## src/rtl/rr_arbiter_pkg.sv

```systemverilog
// Shared types and constants for the registered round-robin / fixed-priority arbiter.
// Imported by the interface, the picker and the arbiter top.
package arbiter_pkg;

  typedef enum logic {
    IDLE    = 1'b0,
    GRANTED = 1'b1
  } state_t;

  localparam logic MODE_FIXED = 1'b0;
  localparam logic MODE_RR    = 1'b1;

endpackage

```

## src/rtl/rr_arbiter_if.sv

```systemverilog
// Requester-side bundle of the arbiter: request levels in, registered grant out.
// Handshake: a requester holds request[i] high until it sees grant[i]. It then owns the
// resource until it pulses done for one cycle. The arbiter ignores request changes while
// a grant is held. state mirrors the arbiter FSM so that checkers can observe it.
interface rr_arbiter_if
  import arbiter_pkg::*;
#(
  parameter int NUM_REQ = 4,
  parameter int IDX_W   = $clog2(NUM_REQ)
) ();

  logic [NUM_REQ-1:0] request;
  logic               done;
  logic [NUM_REQ-1:0] grant;
  logic [IDX_W-1:0]   grant_idx;
  logic               grant_valid;
  state_t             state;

  modport master (
    output request, done,
    input  grant, grant_idx, grant_valid, state
  );

  modport slave (
    input  request, done,
    output grant, grant_idx, grant_valid, state
  );

endinterface

```

## src/rtl/rr_arbiter_pick.sv

```systemverilog
// Combinational winner selection: highest set index (fixed) or first set index at or
// above ptr, wrapping to the lowest set index when nothing at or above ptr is requesting.
module rr_pick
  import arbiter_pkg::*;
#(
  parameter int NUM_REQ = 4,
  parameter int IDX_W   = $clog2(NUM_REQ)
) (
  input  logic [NUM_REQ-1:0] request,
  input  logic [IDX_W-1:0]   ptr,
  input  logic               mode,
  output logic [IDX_W-1:0]   winner_idx,
  output logic               any
);

  logic [NUM_REQ-1:0] mask;
  logic [NUM_REQ-1:0] masked;
  logic [IDX_W-1:0]   hi_idx;
  logic [IDX_W-1:0]   lo_masked;
  logic [IDX_W-1:0]   lo_full;

  always_comb begin
    mask      = ~((NUM_REQ'(1) << ptr) - NUM_REQ'(1));
    masked    = request & mask;
    hi_idx    = '0;
    lo_masked = '0;
    lo_full   = '0;
    for (int i = 0; i < NUM_REQ; i++) begin
      if (request[i]) hi_idx = IDX_W'(i);
    end
    // Scanning downward leaves the lowest set index in place.
    for (int i = NUM_REQ - 1; i >= 0; i--) begin
      if (masked[i])  lo_masked = IDX_W'(i);
      if (request[i]) lo_full   = IDX_W'(i);
    end
    any = |request;
    if (mode == MODE_FIXED) winner_idx = hi_idx;
    else if (|masked)       winner_idx = lo_masked;
    else                    winner_idx = lo_full;
  end

endmodule

```

## src/rtl/rr_arbiter.sv

```systemverilog
// Registered arbiter: grants one requester and holds the grant until done, then
// re-arbitrates in the same cycle so back-to-back grants have no idle bubble.
module rr_arbiter
  import arbiter_pkg::*;
#(
  parameter int   NUM_REQ = 4,
  parameter int   IDX_W   = $clog2(NUM_REQ),
  parameter logic MODE    = MODE_RR
) (
  input  logic        clk,
  input  logic        rst,
  rr_arbiter_if.slave bus
);

  state_t             state_q;
  state_t             state_d;
  logic [NUM_REQ-1:0] grant_q;
  logic [IDX_W-1:0]   idx_q;
  logic [IDX_W-1:0]   ptr_q;
  logic [IDX_W-1:0]   winner;
  logic               any;
  logic               arb_en;
  logic               load;
  logic               clear;

  rr_pick #(
    .NUM_REQ (NUM_REQ),
    .IDX_W   (IDX_W)
  ) u_pick (
    .request    (bus.request),
    .ptr        (ptr_q),
    .mode       (MODE),
    .winner_idx (winner),
    .any        (any)
  );

  always_ff @(posedge clk) begin
    if (rst) state_q <= IDLE;
    else     state_q <= state_d;
  end

  always_comb begin
    state_d = state_q;
    case (state_q)
      IDLE:    if (any) state_d = GRANTED;
      GRANTED: if (bus.done && !any) state_d = IDLE;
      default: state_d = IDLE;
    endcase
  end

  // A stray done while IDLE is harmless: IDLE arbitrates every cycle anyway.
  always_comb begin
    arb_en          = (state_q == IDLE) || bus.done;
    load            = arb_en && any;
    clear           = arb_en && !any;
    bus.grant       = grant_q;
    bus.grant_idx   = idx_q;
    bus.grant_valid = (state_q == GRANTED);
    bus.state       = state_q;
  end

  always_ff @(posedge clk) begin
    if (rst) begin
      grant_q <= '0;
      idx_q   <= '0;
      ptr_q   <= '0;
    end else if (load) begin
      grant_q <= NUM_REQ'(1) << winner;
      idx_q   <= winner;
      // Explicit compare so non-power-of-two NUM_REQ wraps to 0.
      ptr_q   <= (winner == IDX_W'(NUM_REQ - 1)) ? '0 : winner + IDX_W'(1);
    end else if (clear) begin
      grant_q <= '0;
      idx_q   <= '0;
    end
  end

  a_valid_or : assert property (@(posedge clk) disable iff (rst)
    bus.grant_valid == (|bus.grant));
  a_onehot : assert property (@(posedge clk) disable iff (rst)
    $onehot0(bus.grant));
  a_idx_hit : assert property (@(posedge clk) disable iff (rst)
    bus.grant_valid |-> bus.grant[bus.grant_idx]);
  a_idx_zero : assert property (@(posedge clk) disable iff (rst)
    !bus.grant_valid |-> (bus.grant_idx == '0));

endmodule
```

## src/flat_wrapper.sv

```systemverilog
// flat-port wrapper written by rule: the top's interface ports become plain ports
module rr_arbiter_flat import arbiter_pkg::*;
#(
  parameter int   NUM_REQ = 4,
  parameter int   IDX_W   = $clog2(NUM_REQ),
  parameter logic MODE    = MODE_RR
)
  (clk, rst, bus_request, bus_done, bus_grant, bus_grant_idx, bus_grant_valid, bus_state);
  rr_arbiter_if #(.NUM_REQ(NUM_REQ), .IDX_W(IDX_W)) bus_i ();
  input  logic clk;
  input  logic rst;
  input wire logic [$bits(bus_i.request)-1:0] bus_request;
  input wire logic [$bits(bus_i.done)-1:0] bus_done;
  output wire logic [$bits(bus_i.grant)-1:0] bus_grant;
  output wire logic [$bits(bus_i.grant_idx)-1:0] bus_grant_idx;
  output wire logic [$bits(bus_i.grant_valid)-1:0] bus_grant_valid;
  output wire logic [$bits(bus_i.state)-1:0] bus_state;
  assign bus_i.request = bus_request;
  assign bus_i.done = bus_done;
  assign bus_grant = bus_i.grant;
  assign bus_grant_idx = bus_i.grant_idx;
  assign bus_grant_valid = bus_i.grant_valid;
  assign bus_state = bus_i.state;
  rr_arbiter #(.NUM_REQ(NUM_REQ), .IDX_W(IDX_W), .MODE(MODE)) u_core (.clk(clk), .rst(rst), .bus(bus_i));
endmodule
```

## config.mk

```make
export PLATFORM = sky130hd
export DESIGN_NAME = rr_arbiter_flat
export DESIGN_NICKNAME = d
export VERILOG_FILES = /design/src/rtl/rr_arbiter_pkg.sv /design/src/rtl/rr_arbiter_if.sv /design/src/rtl/rr_arbiter_pick.sv /design/src/rtl/rr_arbiter.sv /design/src/flat_wrapper.sv
export SDC_FILE = /design/constraint.sdc
export NUM_CORES = 1
export LEC_CHECK = 0
export BUFFER_PORTS_ARGS = -buffer_cell sky130_fd_sc_hd__buf_2
export CORE_AREA = 2 2 39 41
export DETAILED_ROUTE_END_ITERATION = 8
export DIE_AREA = 0 0 41 43
export HOLD_SLACK_MARGIN = 0.05
export PLACE_DENSITY = 0.61
export SYNTH_ARGS = -nofsm -noshare
export SYNTH_HDL_FRONTEND = slang
export SYNTH_SLANG_ARGS = --single-unit
```

## constraint.sdc

```tcl
create_clock -name clk -period 2 [get_ports clk]
set_clock_uncertainty 0.1 [all_clocks]
set_input_delay 0.4 -clock clk [delete_from_list [all_inputs] [get_ports clk]]
set_output_delay 0.4 -clock clk [all_outputs]
set_load 0.01 [all_outputs]
```

After elaboration in Yosys (flattened, before gate mapping)
Index checks and enable logic that the tools add are counted.
{ "totals": {"reg_bits": 9, "inputBits": 7, "out_inout_bits": 8, "word_cells": 37} }
{ "op_classes": {"n_reduce_logical": 8, "addsub": 2, "bitwise_logic": 3, "mux": 17, "n_shift": 2, "n_eq_ne": 1} }
{ "ops": {"columns": ["op", "n"], "rows": [
  ["2-bit 2-to-1 mux", 12],
  ["4-bit 2-to-1 mux", 2],
  ["4-bit OR reduction", 2],
  ["1-bit by 2-bit << shifter with 4-bit output (first input constant)", 2],
  ["4-bit bitwise AND", 1],
  ["4-bit inverter", 1],
  ["4-bit by 2-bit subtractor with 4-bit output (second input constant)", 1],
  ["1-bit logical AND", 3],
  ["2-bit by 1-bit adder with 2-bit output (second input constant)", 1],
  ["2-bit equality test (second input constant)", 1],
  ["1-bit 2-to-1 mux", 2],
  ["1-bit case mux with 2 select lines", 1],
  ["2-bit nonzero test", 1],
  ["1-bit logical NOT", 1],
  ["1-bit logical OR", 1],
  ["1-bit inverter", 1]
]} }

Longest topological paths before layout
Gate-level depths: netlist of the first run.
{ "depth": {"ltp_word": 11, "mapped_depth": 7, "mapped_depth_nobuf": 7} }

Hierarchy
A second synthesis of the first run with hierarchy kept.
{ "hier_totals": {"cells_unflattened": 67, "hier_area_um2": 530.5} }
{ "modules_own_cells": {"columns": ["mod", "seq_area_each_um2", "instances", "cells_each", "area_each_um2"], "rows": [
  ["rr_arbiter", 180.2, 1, 49, 422.9],
  ["rr_pick", 0.0, 1, 18, 107.6]
]} }

Worst setup path after synthesis of the first run
OpenSTA, ideal clock, no wires.
{ "synth_timing": {"path_type": "in2reg", "start": "input bus_request[2]", "end": "register u_core.ptr_q[1]", "arrival_time_ns": 1.482, "slack_ns": 0.286, "setup_time_ns": 0.132, "cell_stages": 7, "path_buffers": 0, "path_cell_list": "nor2b_2 > a21boi_2 > o32ai_2 > inv_1 > ha_1 > nand2_1 > a21oi_1"} }
{ "synth_via": {"elab_chain_len": 7, "elab_cells_between_ends": 14, "cone_classes": "add/sub (1); eq/ne (1); mux (8); bitwise (1); reduce/logical (3)"} }
{ "synth_lines": {"columns": ["element", "line", "source"], "rows": [
  ["start: declaration", "flat_wrapper.sv:12", "input wire logic [$bits(bus_i.request)-1:0] bus_request;"],
  ["4-bit bitwise AND", "rr_arbiter_pick.sv:24", "masked = request & mask;"],
  ["2-bit 2-to-1 mux (3 in a row)", "rr_arbiter_pick.sv:33", "if (masked[i]) lo_masked = IDX_W'(i);"],
  ["2-bit 2-to-1 mux", "rr_arbiter_pick.sv:38", "else if (|masked) winner_idx = lo_masked;"],
  ["2-bit by 1-bit adder with 2-bit output / 2-bit equality test (equally long branches)", "rr_arbiter.sv:71", "ptr_q <= (winner == IDX_W'(NUM_REQ - 1)) ? '0 : winner + IDX_W'(1);"],
  ["2-bit 2-to-1 mux", "rr_arbiter.sv:71", null],
  ["end signal: assignment", "rr_arbiter.sv:71", null],
  ["end: declaration", "rr_arbiter.sv:19", "logic [IDX_W-1:0] ptr_q;"]
]} }
Several ways; a longest one is shown, not always the timed one.
A chain may end at the register's enable or synchronous reset.

Worst setup path after layout of the first run
{ "layout_timing": {"start": "register u_core.ptr_q[0]", "end": "register u_core.ptr_q[1]"} }
{ "layout_via": {"elab_chain_len": 11, "elab_cells_between_ends": 13, "cone_classes": "add/sub (2); eq/ne (1); shift (1); mux (6); bitwise (2); reduce/logical (1)"} }
{ "layout_lines": {"columns": ["element", "line", "source"], "rows": [
  ["1-bit by 2-bit << shifter with 4-bit output (*)", "rr_arbiter_pick.sv:23", "mask = ~((NUM_REQ'(1) << ptr) - NUM_REQ'(1));"],
  ["4-bit by 2-bit subtractor with 4-bit output (*)", "rr_arbiter_pick.sv:23", null],
  ["4-bit inverter (*)", "rr_arbiter_pick.sv:23", null],
  ["4-bit bitwise AND (*)", "rr_arbiter_pick.sv:24", null],
  ["2-bit 2-to-1 mux (4 in a row)", "rr_arbiter_pick.sv:33", null],
  ["2-bit 2-to-1 mux (*)", "rr_arbiter_pick.sv:38", null],
  ["2-bit by 1-bit adder with 2-bit output / 2-bit equality test (equally long branches)", "rr_arbiter.sv:71", null],
  ["2-bit 2-to-1 mux (*)", "rr_arbiter.sv:71", null]
]} }
Mark *: on every way between the ends. The rest lies on a longest branch, timed or not.

==> results of run 1 <==
Yosys cell counts (all sizes together):
cell type	count
a21boi	1
a21oi	2
a22oi	4
buf	3
dfxtp	9
ha	4
inv	4
nand2	1
nand3	2
nor2	6
nor2b	5
nor3	1
nor3b	1
nor4	1
o21ai	1
o221a	1
o22ai	1
o31ai	1
o32ai	1
o41ai	1
cell type report:
type | instances | area, um2
Fill cell | 144 | 777
Timing Repair Buffer | 17 | 92.6
Inverter | 4 | 15.0
Tap cell | 16 | 20.0
Sequential cell | 9 | 180
Multi-Input combinational cell | 34 | 273
Clock buffer | 4 | 26.3
worst max-delay path, cell delays in order (launching register included):
cell and delay [ps]:
dfxtp_1 320, nor2b_1 220, nor3b_2 80, o22ai_2 230, inv_1 100, ha_1 290, nand2_1 50, a21oi_1 110
cell families after synthesis:
group	synth area share
buf+inv	0.0646
compound gates	0.248
simple gates	0.212
flops	0.372
fa+ha+maj	0.103
registers in the layout (all words and copies together), names as in the netlist:
name	flops
u_core.ptr_q	2
u_core.bus.grant_idx	2
u_core.bus.grant_valid	1
u_core.bus.grant	4
routing by layer:
layer  part of all wire  up-vias  GRT usage  routed length, um
li1                   -      212          -                  -
met1               0.46      183      0.176                429
met2               0.45       11      0.163                420
met3              0.062        2     0.0314                 58
met4              0.026        0      0.100                 24
met5                  0        -          0                  0
report_power, final:
group | switching, uW | internal, uW
Sequential | 13.4 | 200
Combinational | 67.8 | 59.4
Clock | 64.4 | 76.9
Total | 146 | 336
through the flow:
step	cells	cell area, um2	worst slack, ps	util
final	84	607	433	0.439
after detailed placement	80	581	182	0.420
after global routing	84	607	313	0.439
after floorplan	50	484	286	-
after global placement	80	581	218	0.420
after CTS	84	607	413	0.439
worst max path at each step:
stage	end	slack [ps]	cells after the start
6_report	u_core.ptr_q[1]$_SDFFE_PP0P_	430	7
5_1_grt	u_core.bus.grant[1]$_SDFFE_PP0P_	310	7
4_1_cts	u_core.bus.grant[3]$_SDFFE_PP0P_	410	7
3_5_place_dp	u_core.ptr_q[1]$_SDFFE_PP0P_	180	8
3_3_place_gp	u_core.ptr_q[1]$_SDFFE_PP0P_	220	8
2_1_floorplan	u_core.ptr_q[1]$_SDFFE_PP0P_	290	7
placed cells by master (no fill, tap or decap), drive strengths merged, types with 2 or more instances in the layout:
master / n
clkbuf: 4
nor2: 6
nand3: 2
buf: 17
a22oi: 4
ha: 4
inv: 4
a21oi: 2
nor2b: 5
dfxtp: 9
==> results_dict.tcl, run 1 <==
set metrics [dict create \
    outcome "finished clean" \
    dieArea_um2 1760 \
    crit_type "flip-flop to flip-flop" \
    tightest_slew_ps 457 \
    syn_nets 61 \
    globalRouteTotalUtil 0.128 \
    ys_seq_area_frac 0.372 \
    rrSetupSlack_ps 430 \
    rsz0062_at_grt "no" \
    num_rows 14 \
    max_slew_margin 0.694 \
    clock_path_buffers 2 \
    start_kind "flip-flop" \
    reg2regPathDepth 7 \
    wire_per_inst_um 11.1 \
    vdd_drop_max_mv 0.416 \
    synth_area_leader_cell "dfxtp_1" \
    p_leak_uw 0.000289 \
    hold_depth 2 \
    grt_pass1_wl_mm 1.48 \
    cts_root_buf "clkbuf_4" \
    dieWidth_um 41 \
    grt_pass1_vias 362 \
    finalMaxSlewViolations 0 \
    syn-cell-area_um2 484 \
    cts_resized 0 \
    cts_num_sinks 9 \
    dp_hpwl_um 714 \
    critPathRequiredTime_ps 2090 \
    clk_pin_slew_ps 60 \
    report.final.setup_viol 0 \
    worstReg2RegEnd "u_core.ptr_q[1]$_SDFFE_PP0P_" \
    drc 0 \
    hold_ws_ps 320 \
    port_buffers 14 \
    grt_start_max_net_pins 10 \
    cts_tree "built" \
    synth.ff_latch_count 9 \
    via_per_inst 4.86 \
    synth.distinct_cells 24 \
    die_y_um 43 \
    r2r_start "u_core.ptr_q[0]$_SDFFE_PP0P_" \
    ant_nets 0 \
    fmax_ghz 0.638 \
    yosys_warnings 0 \
    place_congestion 0.742 \
    antenna_cells 0 \
    finalHoldViolCount 0 \
    maxCapViolCount 0 \
    coreArea_um2 1380 \
    start_util 0.350 \
    antenna_found_initial 0 \
    fin_nets 80 \
    synth_top_area_share 0.372 \
    syn2layout_area_growth_pct 25.3 \
    drive_above_1_share 0.412 \
    hp-class "input port to flip-flop" \
    startpoint "u_core.ptr_q[0]$_SDFFE_PP0P_" \
    first_iter_violations 5 \
    cts_inserted_buffers 3 \
    cts_setup_buffers 0 \
    finalPower_uw 482 \
    synthTopCellsByArea "dfxtp_1, ha_1, a22oi_1" \
    period_share 0.783 \
    power.density_nw_per_um2 794 \
    hold_path_end "u_core.ptr_q[1]$_SDFFE_PP0P_" \
    dr.pass1.iters 4 \
    htree_levels 1 \
    finalCriticalPeriod_ps 1570 \
    wl_um 933 \
    cp_data_arrival_time_ps 1660 \
    synthCells 50 \
    via_count 408 \
    min-delay-start "rst" \
    io_pins 15 \
    cp-end-kind "flip-flop" \
    post_synth.cell_area_avg_um2 9.68 \
    grt_overflow 0 \
    cp_max_fo 5 \
    cts_hold_buf 0 \
    clk_latency_ps 260 \
    final.setup.tns_ps 0 \
]
(Power assumes the default switching activity.)
==> inputs of run 2 (changes only) <==
ABC_AREA = 1   (was unset)
PLACE_DENSITY = 0.67   (was 0.61)
clock period = 1.4 ns   (was 2 ns; I/O delays follow)
==> run 2 against run 1 <==
Critical path depth is the same. Count of clock-buffer cells in the layout is the same. Clock power rose by 39%. Total power rose by 57%. Sequential power rose by 46%. Largest cell class unchanged. Fmax grew 12%. Routed wire length is 11% higher. Worst hold slack worse by 140 ps. Setup slack got worse by 430 ps. Utilization grew 11 points. Non-clock buffer count rose by 9. First-iteration DRC count is 40% higher.
==> results_dict.tcl, run 2 <==
set metrics [dict create \
    io_pins 15 \
    hold_ws_ps 181 \
    fin_nets 111 \
    place_inst 109 \
    syn_nets 82 \
    syn-cell-area_um2 528 \
    critPathRequiredTime_ps 1440 \
    cts_tree "built" \
    outcome "finished clean" \
    power.density_nw_per_um2 1000 \
    async_flop_share 0 \
    crit_chain "nand2_4 -> a21oi_4 -> buf_4 -> a21oi_4 -> ha_1 -> inv_1 -> a21oi_1" \
    synth_top_area_share 0.341 \
    crit_type "flip-flop to flip-flop" \
    synthMostInstantiatedCell "nand2_1" \
    die_y_um 43 \
    grt_pass1_wl_mm 1.57 \
    crit_path_frequent_cell "a21oi_4" \
    path_buf_inv 2 \
    ant_nets 0 \
    synthTopCellsByArea "dfxtp_1, nand2_1, ha_1" \
    synthFlopType "dfxtp_1" \
    place_congestion 0.776 \
    finalHoldViolCount 0 \
    coreArea_um2 1380 \
    antenna_found_initial 0 \
    finalMaxSlewViolations 0 \
    start_kind "flip-flop" \
    clk_pin_slew_ps 60 \
    via_per_inst 4.29 \
    layout_common_cells "nand2_1, buf_2, buf_4" \
    synth.ff_latch_count 9 \
    final_core_util 0.546 \
    largest_reg_flops 4 \
    dieArea_um2 1760 \
    yosys_warnings 0 \
    grt_overflow 0 \
    yosys-top-cells-count "nand2_1, inv_1, dfxtp_1" \
    wl_mm 1.04 \
    fmax_ghz 0.715 \
    cts_root_buf "clkbuf_4" \
    grt_start_max_net_pins 10 \
    dr.pass1.iters 4 \
    cts_num_sinks 9 \
    critPathTopFamily "flip-flops" \
    drc 0 \
    cp_data_arrival_time_ps 1440 \
    drive_above_1_share 0.485 \
    dp_hpwl_um 822 \
    first_iter_violations 7 \
    slowest_stage "dfxtp_2" \
    fin_ws_ps 0.535 \
    tightest_slew_ps 264 \
    htree_levels 1 \
    cp_max_fo 4 \
    report.final.setup_viol 0 \
    synth.distinct_cells 17 \
    port_buffers 14 \
    post_synth.cell_area_avg_um2 7.44 \
    globalRouteTotalUtil 0.130 \
    period_share 1.00 \
    crit_path_max_incr_delay_ps 370 \
    p_leak_uw 0.000393 \
    start_util 0.382 \
    vdd_drop_max_mv 0.426 \
    dp_slack_ps -109 \
    instances_no_fill 115 \
    synthCells 71 \
    synth_area_leader_cell "dfxtp_1" \
    wire_per_inst_um 9.01 \
    clk_latency_ps 250 \
    cts_inserted_buffers 3 \
    num_rows 14 \
    finalCriticalPeriod_ps 1400 \
    hp-class "input port to flip-flop" \
    max_slew_margin 0.824 \
    antenna_cells 0 \
    syn2layout_area_growth_pct 43.1 \
    cp-end-kind "flip-flop" \
    via_count 493 \
    maxCapViolCount 0 \
    rsz0062_at_grt "yes" \
    clock_path_buffers 2 \
    place_area_um2 679 \
    dieWidth_um 41 \
    stdcell_area_um2 756 \
    final_common_cell "nand2_1" \
    synth_edf_count 0 \
    grt_pass1_vias 409 \
    ys_seq_area_frac 0.341 \
]
==> run 2: timing repair <==
action | CTS | global route
gates cloned | 0 | 0
endpoints found under the setup margin | 3 | 7
pin swaps | 4 | 1
gates resized for setup | 4 | 6
setup buffers | 2 | 0
hold buffers | 0 | 0
==> run 2: cell families after synthesis <==
logic type | count (synthesis) | share of synthesized area
and+or+nand+nor | 30 | 0.251
AOI/OAI and AO/OA | 15 | 0.192
buffers and inverters | 13 | 0.121
DFF | 9 | 0.341
adders and majority gates | 4 | 0.0948
==> run 2: power by group <==
part           total (uW)  switching, uW  internal, uW
Sequential            311           23.3           288
Combinational         250            131           119
Clock                 196           86.2           110
Total                 757            241           516
==> run 2: per-layer routing <==
metal,track usage,routed length [um],up-vias
met4,0.0800,0,0
li1,-,-,278
met3,0.0314,33,0
met1,0.170,523,205
met2,0.181,479,10
met5,0,0,-
==> run 2: layout make-up <==
class                      count  area (um2)
fill                         131         628
timing repair buffer          26         160
clock buffer                   4        26.3
tap                           16        20.0
multi-input combinational     49         323
sequential                     9         185
inverter                      11        41.3
==> run 2: metrics by stage <==
stage / setup TNS, ps / power (uW)
floorplan: -1.52 / 446
global placement: -257 / 532
CTS: -6.93 / 752
finish: 0 / 757
global route: -366 / 811
detailed placement: -332 / 537
==> run 2: path summary, 6_finish.rpt <==
| kind | endpoint | from | slack (ps) | cells after the start |
|---|---|---|---|---|
| hold reg to reg | u_core.bus.grant[3]$_SDFFE_PP0P_ | u_core.bus.grant[3]$_SDFFE_PP0P_ | 360 | 2 |
| hold / removal | u_core.bus.grant_idx[0]$_SDFFE_PP0P_ | rst | 180 | 2 |
| setup reg to reg | u_core.ptr_q[1]$_SDFFE_PP0P_ | u_core.ptr_q[0]$_SDFFE_PP0P_ | 0.5 | 7 |
| setup / recovery | u_core.ptr_q[1]$_SDFFE_PP0P_ | u_core.ptr_q[0]$_SDFFE_PP0P_ | 0.5 | 7 |
==> inputs of run 3 (changes only) <==
CORE_AREA = 8 8 46 48   (was 2 2 39 41)
DIE_AREA = 0 0 54 56   (was 0 0 41 43)
PLACE_DENSITY = 0.68   (was 0.67)
SYNTH_HIERARCHICAL = 1   (was unset)
==> run 3 against run 2 <==
The flow now finishes with violations (setup timing). Non-clock buffer count is 1 lower. Synthesized cell count is 20% higher. Critical path depth is 5 higher. Combinational power hardly changed. Via count is 21% higher. Worst hold slack better by 36 ps. Cell count is 11% higher. Sequential share of layout area is 2.9 points lower. Sequential cell count stayed put. Clock power is 3% higher. Routed wire length is 38% higher.
==> results_dict.tcl, run 3 <==
set metrics [dict create \
    crit_type "flip-flop to flip-flop" \
    synth.ff_latch_count 9 \
    htree_levels 1 \
    clk_latency_ps 260 \
    switching_power_uw 249 \
    synth_area_leader_cell "dfxtp_1" \
    finalCriticalPeriod_ps 1540 \
    p_sw_frac 0.329 \
    report.final.setup_viol 6 \
    yosys.area_share.simple 0.351 \
    syn-cell-area_um2 582 \
    finalMaxSlewViolations 0 \
    grt_start_max_net_pins 11 \
    via_per_inst 4.67 \
    layout_common_cells "nand2_1, buf_2, buf_4" \
    coreArea_um2 1440 \
    cts_num_sinks 9 \
    cp-end-kind "flip-flop" \
    cp_max_fo 5 \
    min-delay-start "rst" \
    fin_nets 124 \
    via_count 598 \
    wl_mm 1.43 \
    synth_edf_count 0 \
    maxCapViolCount 0 \
    synthMostInstantiatedCell "nand2_1" \
    vdd_drop_max_mv 0.455 \
    first_iter_violations 3 \
    globalRouteTotalUtil 0.0996 \
    hold_depth 2 \
    cts_root_buf "clkbuf_4" \
    wire_per_inst_um 11.2 \
    dp_hpwl_mm 1.05 \
    dieWidth_um 54 \
    intPower_uw 508 \
    ant_nets 0 \
    start_util 0.405 \
    r2r_start "u_core/ptr_q[1]$_SDFFE_PP0P_" \
    synthCells 85 \
    multiInputGateArea_um2 424 \
    die_y_um 56 \
    m1WireLength_um 583 \
    synth.distinct_cells 22 \
    rrSetupSlack_ps -140 \
    grt_pass1_vias 606 \
    rsz0062_at_grt "yes" \
    hold_ws_ps 217 \
    io_pins 15 \
    combPwrFrac 0.333 \
    antenna_cells 0 \
    num-fill-cells 136 \
    fmax_ghz 0.648 \
    grt_overflow 0 \
    hold_path_end "u_core/bus.grant_idx[0]$_SDFFE_PP0P_" \
    yosys-top-cells-count "nand2_1, inv_1, dfxtp_1" \
    p_leak_uw 0.000447 \
    critPathRequiredTime_ps 1440 \
    maxUsedRoutingLayer "met3" \
    synthFlopType "dfxtp_1" \
    muxShareOfSynthArea 0 \
    syn2layout_area_growth_pct 49.0 \
    drc 0 \
    layout.area.seq_um2 188 \
    cts_inserted_buffers 3 \
    finalHoldViolCount 0 \
    synth_top_area_share 0.310 \
    place_congestion 0.739 \
    finalPower_uw 757 \
    power.clock.fraction 0.267 \
    largest_reg_flops 4 \
    power.density_nw_per_um2 873 \
    final_common_cell "nand2_1" \
    clk_pin_slew_ps 70 \
    synthTopCellsByArea "dfxtp_1, nand2_1, a21oi_2" \
    reg2regPathDepth 12 \
    met2_length_um 767 \
    cts_tree "built" \
    grt_pass1_wl_mm 2.42 \
    hp-class "input port to flip-flop" \
    wl_met3_um 77 \
    clock_path_buffers 2 \
    synthAdderAreaFrac 0.0860 \
    outcome "complete, but fails checks" \
    dr.pass1.iters 4 \
    cts_hold_buf 0 \
    start_kind "flip-flop" \
    violations "setup timing" \
    synth_compound_area_frac 0.133 \
    drive_above_1_share 0.545 \
    num_rows 14 \
    antenna_found_initial 0 \
    post_synth.cell_area_avg_um2 6.84 \
    ys_seq_area_frac 0.310 \
    fin_ws_ps -144 \
    worstReg2RegEnd "u_core/bus.grant[2]$_SDFFE_PP0P_" \
    power_frac_seq 0.400 \
    dieArea_um2 3020 \
    synth_xor_area_frac 0 \
    period_share 1.10 \
    yosys_warnings 6 \
    port_buffers 14 \
    cp_data_arrival_time_ps 1580 \
    synth_top_family_by_area "simple AND/OR/NAND/NOR gates" \
    async_flop_share 0 \
]
run 3: changes by cell type after synthesis, sizes merged:
| cell | delta |
|---|---|
| nand2 | +4 |
| nor2 | +2 |
| o21a | -1 |
| nand3 | +5 |
| nand4 | +1 |
| inv | +2 |
| nand3b | +1 |
| nor3 | +1 |
| a21oi | -3 |
| clkbuf | +1 |
| conb | +1 |
run 3: metal layers:
| layer | global-route usage | vias to the layer above |
|---|---|---|
| li1 | - | 317 |
| met1 | 0.108 | 266 |
| met2 | 0.176 | 15 |
| met3 | 0.0187 | 0 |
| met4 | 0.0423 | 0 |
| met5 | 0 | - |
run 3: critical path, stage by stage (launching register included):
cell and delay, ps:
dfxtp_4 390, nand2_4 60, nand2_4 70, nand2_4 50
nor2_4 100, nand2_2 50, nand3_2 70, inv_2 60
buf_6 110, buf_6 100, ha_4 140, nand3_2 70
a21oi_2 50
run 3: logic make-up (layout without fill, tap and decap cells):
logic type / Yosys count / count (layout)
and+or+nand+nor: 44 / 44
buffers and inverters: 16 / 42
AOI/OAI and AO/OA: 11 / 11
DFF: 9 / 9
adders and majority gates: 4 / 4
other: 1 / 2
run 3: timing repair:
| item | in CTS | in global routing |
|---|---|---|
| setup endpoints to repair | 6 | 7 |
| pin swaps | 1 | 3 |
| setup buffers | 2 | 0 |
| gates resized for setup | 9 | 16 |
run 3: stage by stage:
stage          cell area, um2   util  cells  setup TNS [ps]  setup slack [ps]
5_1_grt                   867  0.604    128           -1210              -233
4_1_cts                   811  0.564    128            -550              -154
6_report                  867  0.604    128            -626              -144
3_3_place_gp              733  0.510    122            -505              -146
2_1_floorplan             593      -     86           -77.5             -77.5
3_5_place_dp              733  0.510    122            -683              -180
run 3: area by class of cell:
cell class	count	area share
inverter	13	0.0563
multi-input combinational	61	0.489
sequential	9	0.216
tap	16	0.0231
clock buffer	4	0.0303
timing repair buffer	25	0.185
run 3: how the worst max path moves through the flow:
stage,from,slack [ps],cells after the start,to
after floorplan,u_core/ptr_q[1]$_SDFFE_PP0P_,-80,11,u_core/ptr_q[1]$_SDFFE_PP0P_
after CTS,u_core/ptr_q[1]$_SDFFE_PP0P_,-150,11,u_core/ptr_q[1]$_SDFFE_PP0P_
final,u_core/ptr_q[1]$_SDFFE_PP0P_,-140,12,u_core/bus.grant[2]$_SDFFE_PP0P_
after detailed placement,u_core/ptr_q[1]$_SDFFE_PP0P_,-180,11,u_core/ptr_q[1]$_SDFFE_PP0P_
after global routing,u_core/ptr_q[1]$_SDFFE_PP0P_,-230,11,u_core/ptr_q[1]$_SDFFE_PP0P_
after global placement,bus_request[0],-150,11,u_core/ptr_q[1]$_SDFFE_PP0P_
run 3: power by group through the flow:
stage                     registers, uW  logic (uW)  clock network, uW
after global placement              302         196                  0
after detailed placement            304         201                  0
after floorplan                     309         116                  0
after global routing                307         283                218
final                               303         252                202
after CTS                           299         226                203
